===== src/rtl/rv32_instr_encoder.sv =====
// RV32I request-to-machine-word encoder with a 2-entry address-tagged
// output buffer and illegal-request reporting.
module rv32_instr_encoder #(
    parameter int                 ADDR_W    = 32,
    parameter logic [ADDR_W-1:0]  BASE_ADDR = '0
) (
    input  logic              clk,
    input  logic              rst_n,
    input  logic              clear,
    input  logic              in_valid,
    output logic              in_ready,
    input  logic [1:0]        in_kind,
    input  logic [3:0]        in_alu_op,
    input  logic [4:0]        in_rd,
    input  logic [4:0]        in_rs1,
    input  logic [4:0]        in_rs2,
    input  logic [11:0]       in_imm,
    output logic              out_valid,
    input  logic              out_ready,
    output logic [31:0]       out_instr,
    output logic [ADDR_W-1:0] out_addr,
    output logic              err_pulse,
    output logic [7:0]        err_count
);

    localparam logic [1:0] KIND_R  = 2'b00;
    localparam logic [1:0] KIND_I  = 2'b01;
    localparam logic [1:0] KIND_LD = 2'b10;
    localparam logic [1:0] KIND_ST = 2'b11;

    localparam logic [3:0] OP_ADD  = 4'd0;
    localparam logic [3:0] OP_SUB  = 4'd1;
    localparam logic [3:0] OP_AND  = 4'd2;
    localparam logic [3:0] OP_OR   = 4'd3;
    localparam logic [3:0] OP_XOR  = 4'd4;
    localparam logic [3:0] OP_SLL  = 4'd5;
    localparam logic [3:0] OP_SRL  = 4'd6;
    localparam logic [3:0] OP_SRA  = 4'd7;
    localparam logic [3:0] OP_SLT  = 4'd8;
    localparam logic [3:0] OP_SLTU = 4'd9;

    typedef enum logic [1:0] {
        EMPTY = 2'd0,
        ONE   = 2'd1,
        FULL  = 2'd2
    } state_t;

    state_t state;
    state_t state_nxt;

    logic [2:0]        f3;
    logic [6:0]        f7;
    logic [11:0]       imm_i;
    logic [31:0]       word;
    logic              legal;
    logic              accept;
    logic              push;
    logic              pop;
    logic              ld_head;
    logic              ld_tail;
    logic              shift;

    logic [31:0]       head_instr;
    logic [ADDR_W-1:0] head_addr;
    logic [31:0]       tail_instr;
    logic [ADDR_W-1:0] tail_addr;
    logic [ADDR_W-1:0] addr_cnt;

    always_comb begin
        f3 = 3'b000;
        case (in_alu_op)
            OP_ADD, OP_SUB: f3 = 3'b000;
            OP_SLL:         f3 = 3'b001;
            OP_SLT:         f3 = 3'b010;
            OP_SLTU:        f3 = 3'b011;
            OP_XOR:         f3 = 3'b100;
            OP_SRL, OP_SRA: f3 = 3'b101;
            OP_OR:          f3 = 3'b110;
            OP_AND:         f3 = 3'b111;
            default:        f3 = 3'b000;
        endcase
    end

    assign f7 = (in_alu_op == OP_SUB || in_alu_op == OP_SRA) ?
                7'b0100000 : 7'b0000000;

    // Shift-immediates carry shamt only; the upper bits select SRA.
    always_comb begin
        imm_i = in_imm;
        if (in_alu_op == OP_SLL || in_alu_op == OP_SRL)
            imm_i = {7'b0000000, in_imm[4:0]};
        else if (in_alu_op == OP_SRA)
            imm_i = {7'b0100000, in_imm[4:0]};
    end

    always_comb begin
        word  = '0;
        legal = 1'b1;
        case (in_kind)
            KIND_R: begin
                legal = (in_alu_op <= OP_SLTU);
                word  = {f7, in_rs2, in_rs1, f3, in_rd, 7'b0110011};
            end
            KIND_I: begin
                legal = (in_alu_op <= OP_SLTU) && (in_alu_op != OP_SUB);
                word  = {imm_i, in_rs1, f3, in_rd, 7'b0010011};
            end
            KIND_LD: begin
                word = {in_imm, in_rs1, 3'b010, in_rd, 7'b0000011};
            end
            KIND_ST: begin
                word = {in_imm[11:5], in_rs2, in_rs1, 3'b010,
                        in_imm[4:0], 7'b0100011};
            end
            default: begin
                word  = '0;
                legal = 1'b0;
            end
        endcase
    end

    assign in_ready  = rst_n && !clear && (state != FULL);
    assign out_valid = (state != EMPTY);
    assign out_instr = head_instr;
    assign out_addr  = head_addr;

    assign accept = in_valid && in_ready;
    assign push   = accept && legal;
    assign pop    = out_valid && out_ready && !clear;

    always_comb begin
        state_nxt = state;
        ld_head   = 1'b0;
        ld_tail   = 1'b0;
        shift     = 1'b0;
        if (clear) begin
            state_nxt = EMPTY;
        end else begin
            case (state)
                EMPTY: begin
                    if (push) begin
                        state_nxt = ONE;
                        ld_head   = 1'b1;
                    end
                end
                ONE: begin
                    if (push && !pop) begin
                        state_nxt = FULL;
                        ld_tail   = 1'b1;
                    end else if (push && pop) begin
                        ld_head   = 1'b1;
                    end else if (pop) begin
                        state_nxt = EMPTY;
                    end
                end
                FULL: begin
                    if (pop) begin
                        state_nxt = ONE;
                        shift     = 1'b1;
                    end
                end
                default: state_nxt = EMPTY;
            endcase
        end
    end

    always_ff @(posedge clk or negedge rst_n) begin
        if (!rst_n)
            state <= EMPTY;
        else
            state <= state_nxt;
    end

    always_ff @(posedge clk or negedge rst_n) begin
        if (!rst_n) begin
            head_instr <= '0;
            head_addr  <= BASE_ADDR;
            tail_instr <= '0;
            tail_addr  <= BASE_ADDR;
        end else begin
            if (ld_head) begin
                head_instr <= word;
                head_addr  <= addr_cnt;
            end else if (shift) begin
                head_instr <= tail_instr;
                head_addr  <= tail_addr;
            end
            if (ld_tail) begin
                tail_instr <= word;
                tail_addr  <= addr_cnt;
            end
        end
    end

    always_ff @(posedge clk or negedge rst_n) begin
        if (!rst_n)
            addr_cnt <= BASE_ADDR;
        else if (clear)
            addr_cnt <= BASE_ADDR;
        else if (push)
            addr_cnt <= addr_cnt + ADDR_W'(4);
    end

    always_ff @(posedge clk or negedge rst_n) begin
        if (!rst_n) begin
            err_pulse <= 1'b0;
            err_count <= '0;
        end else if (clear) begin
            err_pulse <= 1'b0;
            err_count <= '0;
        end else begin
            err_pulse <= accept && !legal;
            if (accept && !legal && err_count != 8'hFF)
                err_count <= err_count + 8'd1;
        end
    end

endmodule


===== config.mk =====
export PLATFORM = sky130hd
export DESIGN_NAME = rv32_instr_encoder
export DESIGN_NICKNAME = d
export VERILOG_FILES = /design/src/rtl/rv32_instr_encoder.sv
export SDC_FILE = /design/constraint.sdc
export NUM_CORES = 1
export LEC_CHECK = 0
export ABC_AREA = 1
export CORE_MARGIN = 1
export CORE_UTILIZATION = 55
export DETAILED_ROUTE_END_ITERATION = 7
export PLACE_DENSITY = 0.8
export SLEW_MARGIN = 25
export SYNTH_ARGS = -nofsm -noshare
export SYNTH_HDL_FRONTEND = slang
export SYNTH_SLANG_ARGS = --single-unit

===== constraint.sdc =====
create_clock -name clk -period 2.1 [get_ports clk]
set_input_delay 0.315 -clock clk [delete_from_list [all_inputs] [get_ports clk]]
set_output_delay 0.315 -clock clk [all_outputs]
set_load 0.02 [all_outputs]

==> results of run 1 <==
-- worst reg2reg max path, stage by stage, from the launching register on --
cell	delay, ps
dfrtp_2	470
ha_1	210
nand3_1	170
inv_1	120
nand2_1	160
nor2_1	310
nand2_1	100
nand4_1	110
o21ai_0	90
-- registers in the layout (all words and copies together) (netlist names) --
register / cells
addr_cnt: 30
out_addr: 30
tail_addr: 30
out_instr: 28
tail_instr: 28
err_count: 8
state: 2
err_pulse: 1
-- cells in the final DEF, fill, tap and decap left out, types with 3 or more instances in the layout --
| cell type | instances |
|---|---|
| a21oi_1 | 13 |
| nand2_1 | 336 |
| inv_2 | 8 |
| o21ai_2 | 20 |
| nor2_8 | 3 |
| buf_4 | 39 |
| inv_1 | 76 |
| ha_1 | 6 |
| nand2_2 | 3 |
| buf_12 | 10 |
| o21ai_1 | 20 |
| clkinvlp_4 | 4 |
| xor2_1 | 9 |
| clkdlybuf4s50_1 | 105 |
| nor3_1 | 9 |
| o21ai_0 | 60 |
| nand3_1 | 139 |
| dfrtp_1 | 156 |
| clkbuf_16 | 17 |
| conb_1 | 5 |
| clkinv_2 | 3 |
| nand4_1 | 21 |
| nor2_1 | 75 |
-- path summary, 6_finish.rpt --
check	startpoint	end	slack (ps)	depth (start not counted)
setup / recovery	state[1]$_DFFE_PN0P_	out_valid	140	3
hold / removal	rst_n	tail_instr[10]$_DFFE_PN0P_	9	2
setup reg to reg	addr_cnt[2]$_DFFE_PN0P_	addr_cnt[12]$_DFFE_PN0P_	240	8
hold reg to reg	tail_instr[1]$_DFFE_PN0P_	tail_instr[1]$_DFFE_PN0P_	460	2
max in group asynchronous	rst_n	addr_cnt[2]$_DFFE_PN0P_	1330	2
min in group clk	rst_n	err_pulse$_DFF_PN0_	260	3
-- layout make-up --
cell class | count | area (um2) | share of cell area (%)
flip-flops and latches | 157 | 3930 | 39.1
multi-input cells | 730 | 3420 | 34.0
repair buffers | 156 | 1560 | 15.6
clock buffers | 19 | 443 | 4.41
inverters | 86 | 328 | 3.26
well taps | 180 | 225 | 2.24
clock inverters | 13 | 140 | 1.39
-- power by group through the flow --
| stage | combinational (W) | sequential, W | clock [W] |
|---|---|---|---|
| 2_1_floorplan | 0.000636 | 0.00392 | 0 |
| 3_3_place_gp | 0.00159 | 0.00372 | 0 |
| 5_1_grt | 0.00181 | 0.00373 | 0.00319 |
| 4_1_cts | 0.00165 | 0.00368 | 0.00306 |
| 6_report | 0.00164 | 0.00369 | 0.00303 |
| 3_5_place_dp | 0.00163 | 0.00373 | 0 |
-- metrics by stage --
stage | power, W | instance area (um2)
after floorplan | 0.00456 | 7980
after global placement | 0.00531 | 9460
after detailed placement | 0.00537 | 9460
after CTS | 0.00839 | 10000
after global routing | 0.00873 | 10000
final | 0.00835 | 10000
-- cells by family (layout without fill, tap and decap cells) --
kind of cell	after synthesis	count (layout)	share of synthesized area, %
flops	157	157	49.3
buf+inv	136	274	7.94
fa+ha+maj	6	6	0.943
other cells	1	5	0.0471
xor+xnor	11	11	1.21
compound gates	117	117	8.44
simple gates	591	591	32.1
-- metal layers --
| metal | track usage, % | part of all wire (%) | vias up |
|---|---|---|---|
| met3 | 4.65 | 4.9 | 24 |
| met4 | 9.07 | 1.5 | 0 |
| li1 | - | - | 3556 |
| met2 | 45.9 | 47 | 208 |
| met5 | 0 | 0 | - |
| met1 | 40.0 | 46 | 3420 |
-- what timing repair did --
item	in CTS	in global routing
setup buffers	0	0
hold endpoints to repair	0	0
resized for setup	1	1
setup endpoints to repair	1	1
==> results.toml, run 1 <==
[synthesis]
ys_types = 32
ys_ff_latch = 157
synth.area.top_cells = "dfrtp_1, nand2_1, nand3_1"
ys_async_sr_fraction_pct = 100
ys_warn_count = 0
synth-edff-count = 0
synth_top_area_share_pct = 49.3
synthTopCellsByCount = "nand2_1, dfrtp_1, nand3_1, inv_1, nor2_1"
netlist_area_mm2 = 0.00796
synth_most_common_cell = "nand2_1"
avgSynthCellArea_um2 = 7.81
syn_inst = 1019
ys.flop_type = "dfrtp_1"
yosysTopAreaCell = "dfrtp_1"
ys_seq_area_share_pct = 49.3

[power]
cellLeakagePower_nw = 4.76
p_sw_share_pct = 28.8
p_sw_w = 0.00240
p_clk_share_pct = 36.3
comb_power_share_pct = 19.6
seqPwrFrac_pct = 44.1
p_int_w = 0.00595
ir_worst_vdd_v = 0.000526
p_per_area_mw_per_mm2 = 831

[timing]
post-route-period-util_pct = 93.2
drv_slew = 0
rsz0062_at_grt = "false"
slew_headroom_pct = 41.2
period_needed_ps = 1960
finalHoldViolations = 0
tightest_slew_ps = 883
maxClockFrequency_ghz = 0.511
finalSetupViolCount = 0
fin_skew_ps = 4.70
whs_ps = 8.95
fin_tns_setup_ps = 0
fin_ws_ps = 143

[worst_setup_path]
cpMaxStageDelayCell = "clkdlybuf4s50_1"
worstPathArrival_ps = 1640
worst-path-buf-inv = 2
crit_fanout = 5
crit_chain = "inv_2, nand2_2, clkdlybuf4s50_1"
slowest_delay_ps = 630
crit_path_end_kind = "primary output"
crit_family = "buffers and inverters"
worstPathRequired_ps = 1780
start_kind = "flip-flop"
path_class = "reg -> out"

[clock_network]
clkTransAtPathRegs_ps = 60
cts-root-buf = "clkbuf_16"
ctsHtreeMaxLevel = 4
cts_tree = "yes"
clk-insertion-delay-late_ps = 430
clock_sinks = 157
numCtsBuffers = 17
cts.path.max_buffers = 2
postCtsHoldBufs = 0

[finish]
n_antenna_cell = 0
syn2layout_area_growth_pct = 26.2
fin_util_pct = 71.8
num-nets-final = 1192
drive_gt1_share_pct = 10.7
fin_cells = 1341
fillers = 1112

[floorplan]
num_io_pins = 113
start_util_pct = 56.9
core-area_mm2 = 0.0140
die-area_mm2 = 0.0150
die_h_um = 122
rows = 43
die_width_um = 122

[placement]
portBuffers = 107
gp_congestion = 0.939
dpl.hpwl_mm = 13.9
place_ws_ps = -135
placed_cells = 1309

[global_route]
first_global_vias = 6938
antenna_found_initial = 0
track_usage_pct = 28.7
gr-total-overflow = 0
grt_pass1_wl_mm = 33.4
grt_max_degree = 158

[flow_run]
drv_cap = 0

[routing]
drt_iter0_markers = 472
antenna_left = 0
drt-total-wl_mm = 20.1
wl_per_cell_um = 15.0
vias_per_cell = 5.38
drc = 0
vias = 7208
first_pass_iters = 6

[status]
status = "finished, final reports clean"

[hold_path]
holdCritPathClass = "in -> async"
No activity file was read; power rests on OpenSTA's default activity.
==> run 2: changes to the inputs <==
--- a/config.mk
+++ b/config.mk
@@ -7,9 +7,11 @@
 export LEC_CHECK = 0
 export ABC_AREA = 1
 export CORE_MARGIN = 1
-export CORE_UTILIZATION = 55
+export CORE_UTILIZATION = 61
+export CTS_CLUSTER_DIAMETER = 200
 export DETAILED_ROUTE_END_ITERATION = 7
-export PLACE_DENSITY = 0.8
+export DONT_BUFFER_PORTS = 1
+export PLACE_DENSITY = 0.77
 export SLEW_MARGIN = 25
 export SYNTH_ARGS = -nofsm -noshare
 export SYNTH_HDL_FRONTEND = slang
==> run 2 against run 1 <==
Effect of this change: the flow now finishes with violations (hold timing); clock skew up 2.9 ps; cell count down 11%; combinational power down 53%; fmax up 4.1%; via count down 8.1%; clock power down 1%; sequential share of layout area up 6.3 points; core utilization down 3.5 points; hold slack worse by 430 ps; routed wire length down 10%; die area down 9.7%; largest cell class unchanged.
==> results.toml, run 2 (same netlist as run 1, synthesis figures left out) <==
[global_route]
track_usage_pct = 28.8
grt_max_degree = 159
first_global_vias = 6158
antenna_found_initial = 0
grt_pass1_wl_mm = 30.2
gr-total-overflow = 0

[finish]
final_cell_mix = "nand2_1, dfrtp_1, nand3_1, inv_1, nor2_1"
fin_cells = 1195
syn2layout_area_growth_pct = 8.67
drive_gt1_share_pct = 8.70
fin_util_pct = 68.3
final_common_cell = "nand2_1"
n_antenna_cell = 0
num-nets-final = 1054
fin_area_mm2 = 0.00865

[worst_setup_path]
path_class = "reg -> reg"
rrSetupSlack_ps = 220
r2r_cells = 9
worstPathArrival_ps = 2190
r2r-start = "err_count[0]$_DFFE_PN0P_"
crit_path_end_kind = "flip-flop"
slowest_delay_ps = 470
worstPathRequired_ps = 2410
crit_family = "simple AND/OR/NAND/NOR gates"
cpMaxStageDelayCell = "dfrtp_1"
worst-path-buf-inv = 2
crit_fanout = 10
start_kind = "flip-flop"
rr_endpoint = "err_count[1]$_DFFE_PN0P_"
crit_chain = "ha_1, nand2_1, inv_1, nand3_1, nand4_1, nand2_1, inv_1, nand2_1, nand2_1"
critPathMostFrequentCell = "nand2_1"

[clock_network]
clkTransAtPathRegs_ps = 60
numCtsBuffers = 17
cts-resized-gates = 0
cts-root-buf = "clkbuf_16"
postCtsSetupBuffers = 0
cts.path.max_buffers = 2
clk-insertion-delay-late_ps = 430
clock_sinks = 157
cts_tree = "yes"
ctsHtreeMaxLevel = 4

[timing]
fin_skew_ps = 7.61
tightest_slew_ps = 921
slew_headroom_pct = 38.5
fin_tns_setup_ps = 0
maxClockFrequency_ghz = 0.532
finalSetupViolCount = 0
drv_slew = 0
finalHoldViolations = 157
post-route-period-util_pct = 89.6
rsz0062_at_grt = "false"
whs_ps = -422
period_needed_ps = 1880

[status]
violations = "hold timing"
status = "finished with violations"

[routing]
antenna_left = 0
first_pass_iters = 5
vias = 6623
drt-total-wl_mm = 18.0
drc = 0
wl_per_cell_um = 15.1
drt_iter0_markers = 539
vias_per_cell = 5.54

[hold_path]
holdCritPathClass = "in -> async"

[floorplan]
num_io_pins = 113
core-area_mm2 = 0.0127
die-area_mm2 = 0.0135
start_util_pct = 62.8
die_h_um = 116
rows = 41
die_width_um = 116

[flow_run]
drv_cap = 0

[power]
p_per_area_mw_per_mm2 = 890
ir_worst_vdd_v = 0.000476
cellLeakagePower_nw = 4.19

[placement]
dpl.hpwl_mm = 12.2
placed_cells = 1163
gp_congestion = 0.961
placed_area_mm2 = 0.00807
portBuffers = 0
run 2: stage by stage:
stage                     hold slack, ps  worst slack, ps  power (W)
after detailed placement            22.5             53.8    0.00476
after global placement              22.3              130    0.00472
after floorplan                     19.4              359    0.00456
after global routing                -441             60.9    0.00810
final                               -422              219    0.00770
after CTS                           -434              221    0.00776
run 2: power by group:
part,internal [W],switching (W),leakage [nW],total (W)
Combinational,0.000288,0.000481,1.81,0.000769
Sequential,0.00343,0.000512,2.11,0.00395
Clock,0.00181,0.00118,0.276,0.00299
run 2: layout make-up:
class	count	area, um2
clock buffers	22	464
fillers	1053	4020
inverters	86	328
clock inverters	10	115
well taps	172	215
flip-flops and latches	157	3930
repair buffers	18	185
multi-input cells	730	3420
run 2: worst max-delay path by stage:
| stage | startpoint | to | slack [ps] | cells past startpoint |
|---|---|---|---|---|
| 2_1_floorplan | in_kind[0] | tail_instr[12]$_DFFE_PN0P_ | 360 | 13 |
| 3_3_place_gp | in_kind[0] | addr_cnt[28]$_DFFE_PN0P_ | 130 | 11 |
| 3_5_place_dp | in_kind[0] | addr_cnt[31]$_DFFE_PN0P_ | 50 | 11 |
| 4_1_cts | err_count[0]$_DFFE_PN0P_ | err_count[1]$_DFFE_PN0P_ | 220 | 9 |
| 5_1_grt | err_count[1]$_DFFE_PN0P_ | err_count[1]$_DFFE_PN0P_ | 60 | 9 |
| 6_report | err_count[0]$_DFFE_PN0P_ | err_count[1]$_DFFE_PN0P_ | 220 | 9 |
run 2: routing by layer:
layer | global-route usage [%] | wire length (um) | vias to the layer above
met4 | 12.9 | 488 | 0
met2 | 43.0 | 8110 | 231
met5 | 0 | 0 | -
li1 | - | - | 3262
met3 | 7.27 | 1280 | 39
met1 | 39.7 | 8150 | 3091
==> run 3: changes to the inputs <==
--- a/config.mk
+++ b/config.mk
@@ -11,7 +11,7 @@
 export CTS_CLUSTER_DIAMETER = 200
 export DETAILED_ROUTE_END_ITERATION = 7
 export DONT_BUFFER_PORTS = 1
-export PLACE_DENSITY = 0.77
+export PLACE_DENSITY = 0.83
 export SLEW_MARGIN = 25
 export SYNTH_ARGS = -nofsm -noshare
 export SYNTH_HDL_FRONTEND = slang
==> run 3 against run 2 <==
Effect of this change: the flow still finishes with violations (hold timing); sequential share of layout area is 0.13 points higher; via count is 2.4% higher; design area is 0.29% lower; non-clock buffer count is 1 lower; cell count hardly changed; hold slack better by 4.1 ps; clock skew hardly changed; clock-buffer cell count is 2 lower; critical endpoint is now addr_cnt[22]$_DFFE_PN0P_; largest cell class unchanged; highest routed layer unchanged.
==> results.toml, run 3 (same netlist as run 1, synthesis figures left out) <==
[status]
status = "finished with violations"
violations = "hold timing"

[timing]
drv_slew = 0
finalHoldViolations = 157
finalSetupViolCount = 0
maxClockFrequency_ghz = 0.505
whs_ps = -417
fin_skew_ps = 7.77
fin_tns_setup_ps = 0
post-route-period-util_pct = 94.3
rsz0062_at_grt = "false"
tightest_slew_ps = 913
slew_headroom_pct = 39.0
period_needed_ps = 1980
fin_ws_ps = 119

[finish]
syn2layout_area_growth_pct = 8.36
final_cell_mix = "nand2_1, dfrtp_1, nand3_1, inv_1, nor2_1"
final_common_cell = "nand2_1"
num-nets-final = 1053
fin_area_mm2 = 0.00863
drive_gt1_share_pct = 8.71
fillers = 1053
n_antenna_cell = 0

[worst_setup_path]
slowest_delay_ps = 410
crit_family = "simple AND/OR/NAND/NOR gates"
start_kind = "flip-flop"
path_class = "reg -> reg"
cpMaxStageDelayCell = "dfrtp_1"
crit_chain = "ha_1, nand3_1, inv_1, nand2_1, nor3_1, nand2_1, o21ai_0, nor2_1"
crit_path_end_kind = "flip-flop"
worstPathRequired_ps = 2420
worst-path-buf-inv = 1
crit_fanout = 5
worstPathArrival_ps = 2300
critPathMostFrequentCell = "nand2_1"

[routing]
antenna_left = 0
first_pass_iters = 7
vias = 6785
wl_per_cell_um = 15.6
vias_per_cell = 5.68
drt-total-wl_mm = 18.6
drt_iter0_markers = 539
drc = 0

[power]
ir_worst_vdd_v = 0.000535
fin_total_pwr_w = 0.00767
seqPwrFrac_pct = 51.4
comb_power_share_pct = 10.3
p_per_area_mw_per_mm2 = 889
p_clk_share_pct = 38.4
cellLeakagePower_nw = 4.17
p_sw_share_pct = 28.8
p_sw_w = 0.00221
p_int_w = 0.00546

[clock_network]
clkTransAtPathRegs_ps = 60
clock_sinks = 157
numCtsBuffers = 17
clk-insertion-delay-late_ps = 430
cts-root-buf = "clkbuf_16"
ctsHtreeMaxLevel = 4
postCtsSetupBuffers = 0
cts_tree = "yes"
cts.path.max_buffers = 2

[flow_run]
drv_cap = 0

[global_route]
first_global_vias = 6224
gr-total-overflow = 0
antenna_found_initial = 0
track_usage_pct = 29.7
grt_max_degree = 159
grt_pass1_wl_mm = 30.9

[placement]
portBuffers = 0
dpl.hpwl_mm = 12.4
place_ws_ps = 134
placed_area_mm2 = 0.00807
gp_congestion = 0.926

[floorplan]
die_width_um = 116
core-area_mm2 = 0.0127
num_io_pins = 113
die_h_um = 116
rows = 41
die-area_mm2 = 0.0135
start_util_pct = 62.8

[hold_path]
holdCritPathClass = "in -> async"
-- run 3: cell types whose count changed in the layout (fill, tap and decap cells not counted) --
cell / change
buf_4: -1
clkbuf_8: -2
clkinv_4: -2
clkinv_2: +2
nor2_1: -1
nor2_2: +1
clkinvlp_4: +2
-- run 3: worst paths after layout --
kind | cells after the start | from | slack (ps) | end
worst max register to register | 8 | addr_cnt[3]$_DFFE_PN0P_ | 120 | addr_cnt[22]$_DFFE_PN0P_
worst min register to register | 2 | tail_instr[17]$_DFFE_PN0P_ | 470 | tail_instr[17]$_DFFE_PN0P_
worst max-delay path | 8 | addr_cnt[3]$_DFFE_PN0P_ | 120 | addr_cnt[22]$_DFFE_PN0P_
max in group asynchronous | 0 | rst_n | 2200 | addr_cnt[15]$_DFFE_PN0P_
worst min-delay path | 0 | rst_n | -420 | tail_instr[15]$_DFFE_PN0P_
min in group clk | 2 | in_rs1[0] | 10 | tail_instr[15]$_DFFE_PN0P_
-- run 3: stage by stage --
stage                     utilization [%]  instances
after floorplan                         -       1023
final                                68.1       1194
after CTS                            68.1       1194
after detailed placement             63.7       1162
after global routing                 68.1       1194
after global placement               63.7       1162
-- run 3: cell type report --
type	instances	area, um2	share of cell area, %
flip-flops and latches	157	3930	45.5
multi-input cells	730	3420	39.6
repair buffers	17	178	2.06
inverters	86	328	3.80
clock buffers	20	437	5.06
well taps	172	215	2.49
clock inverters	12	123	1.42
-- run 3: what timing repair did --
action / CTS / global route
resized for setup: 0 / 1
endpoints found under the hold margin: 157 / 157
endpoints found under the setup margin: 0 / 1
-- run 3: per-layer routing --
layer	share of wire, %	up-vias	global-route usage [%]	wire length (um)
met1	45	3237	40.8	8310
met4	2.7	0	13.1	510
li1	-	3263	-	-
met3	7.1	45	7.68	1330
met2	45	240	44.8	8440
met5	0	-	0	0
-- run 3: power by group through the flow --
stage	sequential (W)	combinational [W]	clock, W
global route	0.00400	0.000920	0.00310
floorplan	0.00392	0.000636	0
finish	0.00394	0.000787	0.00294
detailed placement	0.00399	0.000777	0
CTS	0.00394	0.000791	0.00297
global placement	0.00398	0.000741	0
